--- src/rtl/coef_pack64_pkg.sv ---
// Shared constants and state encoding for the 64-bit coefficient packer.
package coef_pack64_pkg;

  localparam int LANE_W     = 16;
  localparam int LANES      = 4;
  localparam int BUS_W      = 64;
  localparam int ACC_W      = LANE_W * (LANES - 1);
  localparam int LANE_IDX_W = 2;

  localparam logic [LANE_IDX_W-1:0] LAST_LANE = 2'd3;

  typedef enum logic {
    FILL  = 1'b0,
    FLUSH = 1'b1
  } st_t;

endpackage

--- src/rtl/pack64_outreg.sv ---
// One-entry valid/data output register with a ready/valid handshake on each side.
module pack64_outreg
  import coef_pack64_pkg::*;
(
  input  logic             clk,
  input  logic             rst,
  input  logic             push_vld,
  input  logic [BUS_W-1:0] push_word,
  input  logic             push_last,
  output logic             push_rdy,
  output logic             pop_vld,
  output logic [BUS_W-1:0] pop_word,
  output logic             pop_last,
  input  logic             pop_rdy
);

  logic             vld_p1;
  logic [BUS_W-1:0] word_p1;
  logic             last_p1;

  // Accept when empty or when the held word drains in this same cycle.
  assign push_rdy = ~vld_p1 | pop_rdy;

  // ---- stage p1: registered output word ----
  always_ff @(posedge clk or negedge rst) begin
    if (!rst) begin
      vld_p1  <= 1'b0;
      word_p1 <= '0;
      last_p1 <= 1'b0;
    end else if (push_vld && push_rdy) begin
      vld_p1  <= 1'b1;
      word_p1 <= push_word;
      last_p1 <= push_last;
    end else if (pop_rdy) begin
      vld_p1  <= 1'b0;
    end
  end

  assign pop_vld  = vld_p1 & pop_rdy;
  assign pop_word = word_p1;
  assign pop_last = last_p1;

endmodule

--- src/rtl/coef_pack64.sv ---
// Packs masked 16-bit coefficients four per 64-bit word; short final groups are zero-padded.
// Optional PACK64_OUTREG_EN inserts a one-entry output register (one extra cycle of latency).
module coef_pack64
  import coef_pack64_pkg::*;
#(
  parameter int LOGQ = 15
) (
  input  logic              clk,
  input  logic              rst,
  input  logic [LANE_W-1:0] in_coef,
  input  logic              in_isReady,
  output logic              in_canReceive,
  input  logic              in_isLast,
  output logic [BUS_W-1:0]  out_word,
  output logic              out_isReady,
  input  logic              out_canReceive,
  output logic              out_isLast
);

  function automatic logic [LANE_W-1:0] mask_coef(input logic [LANE_W-1:0] c);
    logic [LANE_W:0] mk;
    // Built one bit wider so LOGQ=16 still yields an all-ones mask.
    mk = ({{LANE_W{1'b0}}, 1'b1} << LOGQ) - {{LANE_W{1'b0}}, 1'b1};
    return c & mk[LANE_W-1:0];
  endfunction

  st_t                   st, st_nxt;
  logic [LANE_IDX_W-1:0] lane, lane_nxt;
  logic [ACC_W-1:0]      acc, acc_nxt, acc_ins;
  logic [LANE_W-1:0]     m;
  logic                  accept;
  logic                  sink_rdy;
  logic                  word_vld;
  logic [BUS_W-1:0]      word_data;
  logic                  word_last;

  assign m = mask_coef(in_coef);

  // A lane-3 accept is only offered when the word can leave in the same cycle.
  assign in_canReceive = (st == FILL) && ((lane != LAST_LANE) || sink_rdy);
  assign accept        = in_isReady & in_canReceive;

  for (genvar k = 0; k < LANES - 1; k++) begin : g_lane
    assign acc_ins[k*LANE_W +: LANE_W] =
      (lane == LANE_IDX_W'(k)) ? m : acc[k*LANE_W +: LANE_W];
  end

  // ---- stage p0: lane accumulator and fill/flush state ----
  always_ff @(posedge clk or negedge rst) begin
    if (!rst) begin
      st   <= FILL;
      lane <= '0;
      acc  <= '0;
    end else begin
      st   <= st_nxt;
      lane <= lane_nxt;
      acc  <= acc_nxt;
    end
  end

  always_comb begin
    st_nxt   = st;
    lane_nxt = lane;
    acc_nxt  = acc;
    if (st == FLUSH) begin
      if (sink_rdy) begin
        st_nxt   = FILL;
        lane_nxt = '0;
        acc_nxt  = '0;
      end
    end else if (accept) begin
      if (lane == LAST_LANE) begin
        lane_nxt = '0;
        acc_nxt  = '0;
      end else begin
        acc_nxt = acc_ins;
        if (in_isLast) begin
          st_nxt = FLUSH;
        end else begin
          lane_nxt = lane + 2'd1;
        end
      end
    end
  end

  always_comb begin
    word_vld  = 1'b0;
    word_data = '0;
    word_last = 1'b0;
    if (st == FLUSH) begin
      word_vld  = sink_rdy;
      word_data = {{LANE_W{1'b0}}, acc};
      word_last = 1'b1;
    end else if (accept && (lane == LAST_LANE)) begin
      word_vld  = 1'b1;
      word_data = {m, acc};
      word_last = in_isLast;
    end
  end

`ifdef PACK64_OUTREG_EN
  logic push_rdy;

  pack64_outreg u_outreg (
    .clk       (clk),
    .rst       (rst),
    .push_vld  (word_vld),
    .push_word (word_data),
    .push_last (word_last),
    .push_rdy  (push_rdy),
    .pop_vld   (out_isReady),
    .pop_word  (out_word),
    .pop_last  (out_isLast),
    .pop_rdy   (out_canReceive)
  );

  assign sink_rdy = push_rdy;
`else
  assign sink_rdy    = out_canReceive;
  assign out_isReady = word_vld;
  assign out_word    = word_data;
  assign out_isLast  = word_last;
`endif

endmodule
--- config.mk ---
export PLATFORM = sky130hd
export DESIGN_NAME = coef_pack64
export DESIGN_NICKNAME = d
export VERILOG_FILES = /design/src/rtl/coef_pack64_pkg.sv /design/src/rtl/pack64_outreg.sv /design/src/rtl/coef_pack64.sv
export SDC_FILE = /design/constraint.sdc
export NUM_CORES = 1
export LEC_CHECK = 0
export CAP_MARGIN = 0
export CORE_MARGIN = 2
export CORE_UTILIZATION = 45
export CTS_CLUSTER_SIZE = 30
export DETAILED_ROUTE_END_ITERATION = 8
export GPL_TIMING_DRIVEN = 0
export PLACE_DENSITY = 0.84
export SLEW_MARGIN = 10
export SYNTH_ARGS = -nofsm -noshare
export SYNTH_HDL_FRONTEND = slang
export SYNTH_SLANG_ARGS = --single-unit
--- constraint.sdc ---
create_clock -name clk -period 2 [get_ports clk]
set_input_delay 0.4 -clock clk [delete_from_list [all_inputs] [get_ports clk]]
set_output_delay 0.4 -clock clk [all_outputs]
set_load 0.05 [all_outputs]
---- After elaboration in Yosys (flattened, before gate mapping) ----
Index checks and enable logic that the tools add are counted.
W data, S select, Z words.
storage, ports and cells
  register bits after elaboration ......... 51
  input bits .............................. 21
operators by class
  add/subtract/negate cells ............... 1
  equality and inequality tests ........... 6
  muxes and demuxes ....................... 23
  bitwise operators ....................... 2
  reduce and logical (&&, ||, !) cells .... 12
operator list
  operator               count
  $mux W48               4
  $mux W63               2
  $mux W16               3
  $reduce_and A3 Y1      4
  $mux W2                5
  $mux W1                9
  $reduce_bool A3 Y1     3
  $eq A2 B2 Y1 const B   2
  $ne A2 B2 Y1 const B   2
  $ne A3 B1 Y1 const B   1
  $add A2 B1 Y2 const B  1
  $eq A2 B1 Y1 const B   1
  $logic_and A1 B1 Y1    2
  $logic_not A2 Y1       1
  $reduce_bool A2 Y1     1
  $and A1 B1 Y1          1
  $logic_or A1 B1 Y1     1
  $not A1 Y1             1

---- Depth between registers and ports, before layout ----
  depth in word-level cells ............... 7
  gate-level depth with buffers ........... 7
  gate-level depth less buffers ........... 5

---- Least setup slack after synthesis ----
OpenSTA, ideal clock, no wires.
  path type ............................... register -> output
  start point ............................. register lane[0]
  end point ............................... output out_word[10]
  arrival time ............................ 1766 ps
  required time ........................... 1600 ps
  setup slack ............................. -166 ps
  cell stages (with the launch flop) ...... 6
  buffers on the path ..................... 2
  cell sequence ........................... dfrtp_1 ha_1 buf_6 a31oi_2 clkbuf_1 nor2b_1
on the way
  word-level cells in the longest chain between the ends .. 7
  elaborated cells between the ends (all ways) .. 8
  those cells by class .................... eq/ne: 2; mux: 2; bitwise: 1; reduce/logical: 3
RTL lines
  item                      line               text
  start: declaration        coef_pack64.sv:28  logic [LANE_IDX_W-1:0] lane, lane_nxt;
  start signal: assignment  coef_pack64.sv:56  lane <= lane_nxt;
  $ne A2 B2 Y1              coef_pack64.sv:40  assign in_canReceive = (st == FILL) && ((lane != LAST_LANE) || sink_rdy);
  $logic_or A1 B1 Y1        coef_pack64.sv:40
  $logic_and A1 B1 Y1       coef_pack64.sv:40
  $and A1 B1 Y1             coef_pack64.sv:41  assign accept = in_isReady & in_canReceive;
  $logic_and A1 B1 Y1 *     coef_pack64.sv:94  end else if (accept && (lane == LAST_LANE)) begin
  $mux W63 *                coef_pack64.sv:94
  $mux W63 *                coef_pack64.sv:90  if (st == FLUSH) begin
  end: declaration          coef_pack64.sv:14  output logic [BUS_W-1:0] out_word,
Mark *: on every way between the ends. The rest lies on a longest branch, timed or not.

---- Final worst setup path ----
  start point ............................. register lane[1]
  end point ............................... output out_word[56]
Same word-level chain as after synthesis.

==> impl_metrics.ini <==
[floorplanning]
core_sq_mm = 0.00544
fp.dieH_um = 78.6
die-area_sq_mm = 0.00618
die_w_um = 78.6
top_level_ports = 88
num_rows = 27
initial_utilization_pct = 46.1

[logic_synthesis]
synthArstFlopShare_pct = 100
yosysSeqAreaShare_pct = 48.0
synth_top_area_share_pct = 48.0
syn_area_per_cell_sq_um = 10.6
synth-edff-count = 0
ys_warn_count = 0
synth.top_cells.by_count = 48 x dfrtp_1, 30 x nor2b_1, 20 x inv_1
ys_types = 27
postSynthCellCount = 236
synth-seq-cells = 48
synth_area_leader_cell = dfrtp_1
synth.most_common_cell = dfrtp_1
synth-main-ff-cell = dfrtp_1
syn-cell-area_sq_mm = 0.00250
synthTopCellsByArea = dfrtp_1 48%, nor2b_1 7.5%, a22o_2 6.8%

[sta]
tns_ps = -5850
slew_headroom_pct = 63.9
rsz0062_at_grt = yes
fmax_ghz = 0.459
hold_viol = 0
drv_slew = 0
finalCritPeriodShare_pct = 109
clock_skew_ps = 10.0
period_minus_slack_ps = 2180
fin_ws_ps = -178
finalSetupViolCount = 61
worst_pin_slew_ps = 541

[route]
wirelength_um = 8140
drc = 0
vias = 2218
routedWlPerCell_um = 19.5
via_per_inst = 5.31
first_iter_violations = 153
ant_nets = 0
firstDrtPassIters = 4

[placed_design]
dp_hpwl_um = 4590
dpl.cell_count = 393
placed_area_sq_mm = 0.00345
port_buffers = 81
gp_congestion = 0.776

[power_and_ir_drop]
power.net_switching_mw = 2.39
peakVddDrop_v = 0.000759
power_frac_clock_pct = 12.7
p_seq_share_pct = 29.2
pwr-share-comb_pct = 58.2
power_density_mw_per_mm2 = 1290
p_int_mw = 3.27
power_mw = 5.66
leakage_nw = 2.04
swShare_pct = 42.2

[grt]
grt_overflow = 0
grt_start_max_net_pins = 28
grtUsageTotal_pct = 24.8
antenna_found_initial = 0
grt_pass1_wl_um = 11700
grt_pass1_vias = 2195

[worst_setup_path]
cp.arrival_ps = 1780
r2r_start = lane[0]
start_kind = flop
worstSetupPathType = flop to primary output
endpoint_kind = primary output
crit_path_start = lane[1]
cp_max_fo = 6
cp_data_required_time_ps = 1600

[cts]
cts_max_level = 2
clkTransAtPathRegs_ps = 100
numCtsBuffers = 5
cts_tree = yes
clock_sinks = 48
cts-root-buf = clkbuf_8
clk_path_buf_depth = 2
insertion_delay_ps = 310
hold_buffers = 0

[finish]
fin_util_pct = 80.5
multi_input_area_sq_mm = 0.00147
synthToLayoutAreaGrowth_pct = 74.8
layout-drive-gt1-share_pct = 57.8
diodes = 0
num-fill-cells = 294
seq_area_sq_mm = 0.00120
layout.cells.non_filler = 418
design_area_sq_mm = 0.00438
final_nets = 369

[min_path]
hp-class = input port to asynchronous set/reset pin

[status]
status = finished, violations left
violations = negative setup slack

[flow_run]
drv_cap = 0
power groups by stage:
stage,Combinational (mW),Clock [mW],Sequential (mW)
finish,3.29,0.717,1.65
global route,3.44,0.769,1.69
CTS,2.87,0.708,1.60
detailed placement,2.43,0,1.61
global placement,2.37,0,1.60
floorplan,1.77,0,1.54
metrics by stage:
stage	hold slack (ps)	worst slack, ps
6_report	64.9	-178
5_1_grt	93.3	-207
4_1_cts	70.9	-145
3_5_place_dp	404	-1220
3_3_place_gp	476	-1160
2_1_floorplan	104	-166
final cells by class:
| class | instances | area share [%] |
|---|---|---|
| tap | 72 | 2.06 |
| buffer | 21 | 5.77 |
| sequential | 48 | 27.5 |
| timing repair buffer | 100 | 26.8 |
| clock buffer | 5 | 1.57 |
| inverter | 20 | 1.71 |
| multi-input combinational | 149 | 33.6 |
| clock inverter | 3 | 0.972 |
sequential cells by signal, indices dropped and copies added, names as in the netlist:
name / count
acc: 45
lane: 2
st: 1
worst max-delay path, stage by stage, from the launching register on:
cell and delay, ps:
dfrtp_1 420, ha_4 190, and4b_1 270, buf_6 160, clkbuf_8 160, and2_4 150, buf_8 140
per-layer routing:
layer / global-route usage, % / wire, um
met5: 0 / 0
met2: 42.4 / 4300
met3: 5.52 / 419
met4: 8.07 / 159
met1: 31.0 / 3260
kinds of logic (layout without fill, tap and decap cells):
logic type	Yosys count	in the layout	share of synthesized area [%]
mux	16	16	6.39
other cells	1	4	0.150
compound gates	40	40	15.5
flops	48	48	48.0
simple gates	86	86	19.2
buf+inv	42	149	9.29
fa+ha+maj	3	3	1.50
layout by cell type, fill, tap and decap left out, types with 2 or more instances in the layout:
cell type,Yosys,routed
clkbuf_16,0,6
clkbuf_1,8,2
and2_4,0,10
buf_2,0,3
buf_8,0,13
o22ai_1,2,2
and2_2,5,5
a22o_2,17,17
conb_1,1,4
and4bb_2,2,2
nor2b_4,0,29
a21oi_1,2,2
clkdlybuf4s50_1,0,16
ha_1,3,2
buf_12,0,7
a211oi_4,2,2
mux2i_1,16,16
inv_1,20,20
nand2_1,17,17
dfrtp_1,48,47
a22o_1,13,13
buf_6,6,53
clkbuf_8,0,6
nor2_4,0,16
buf_4,8,18
path summary, 6_finish.rpt:
kind / end / slack (ps) / cells past startpoint
max in group asynchronous: acc[18] / 1410 / 2
worst min register to register: acc[38] / 520 / 1
worst max-delay path: out_word[56] / -180 / 6
min in group clk: st / 370 / 2
worst max register to register: acc[5] / 40 / 8
worst min-delay path: acc[46] / 60 / 1
what timing repair did:
action                     in CTS  in global routing
setup buffers                   7                  5
cloned                          5                  2
pin swaps                       3                  3
setup endpoints to repair      73                 73
gates resized for setup       520                 72
Note: power is estimated with default switching activity, not from simulation.
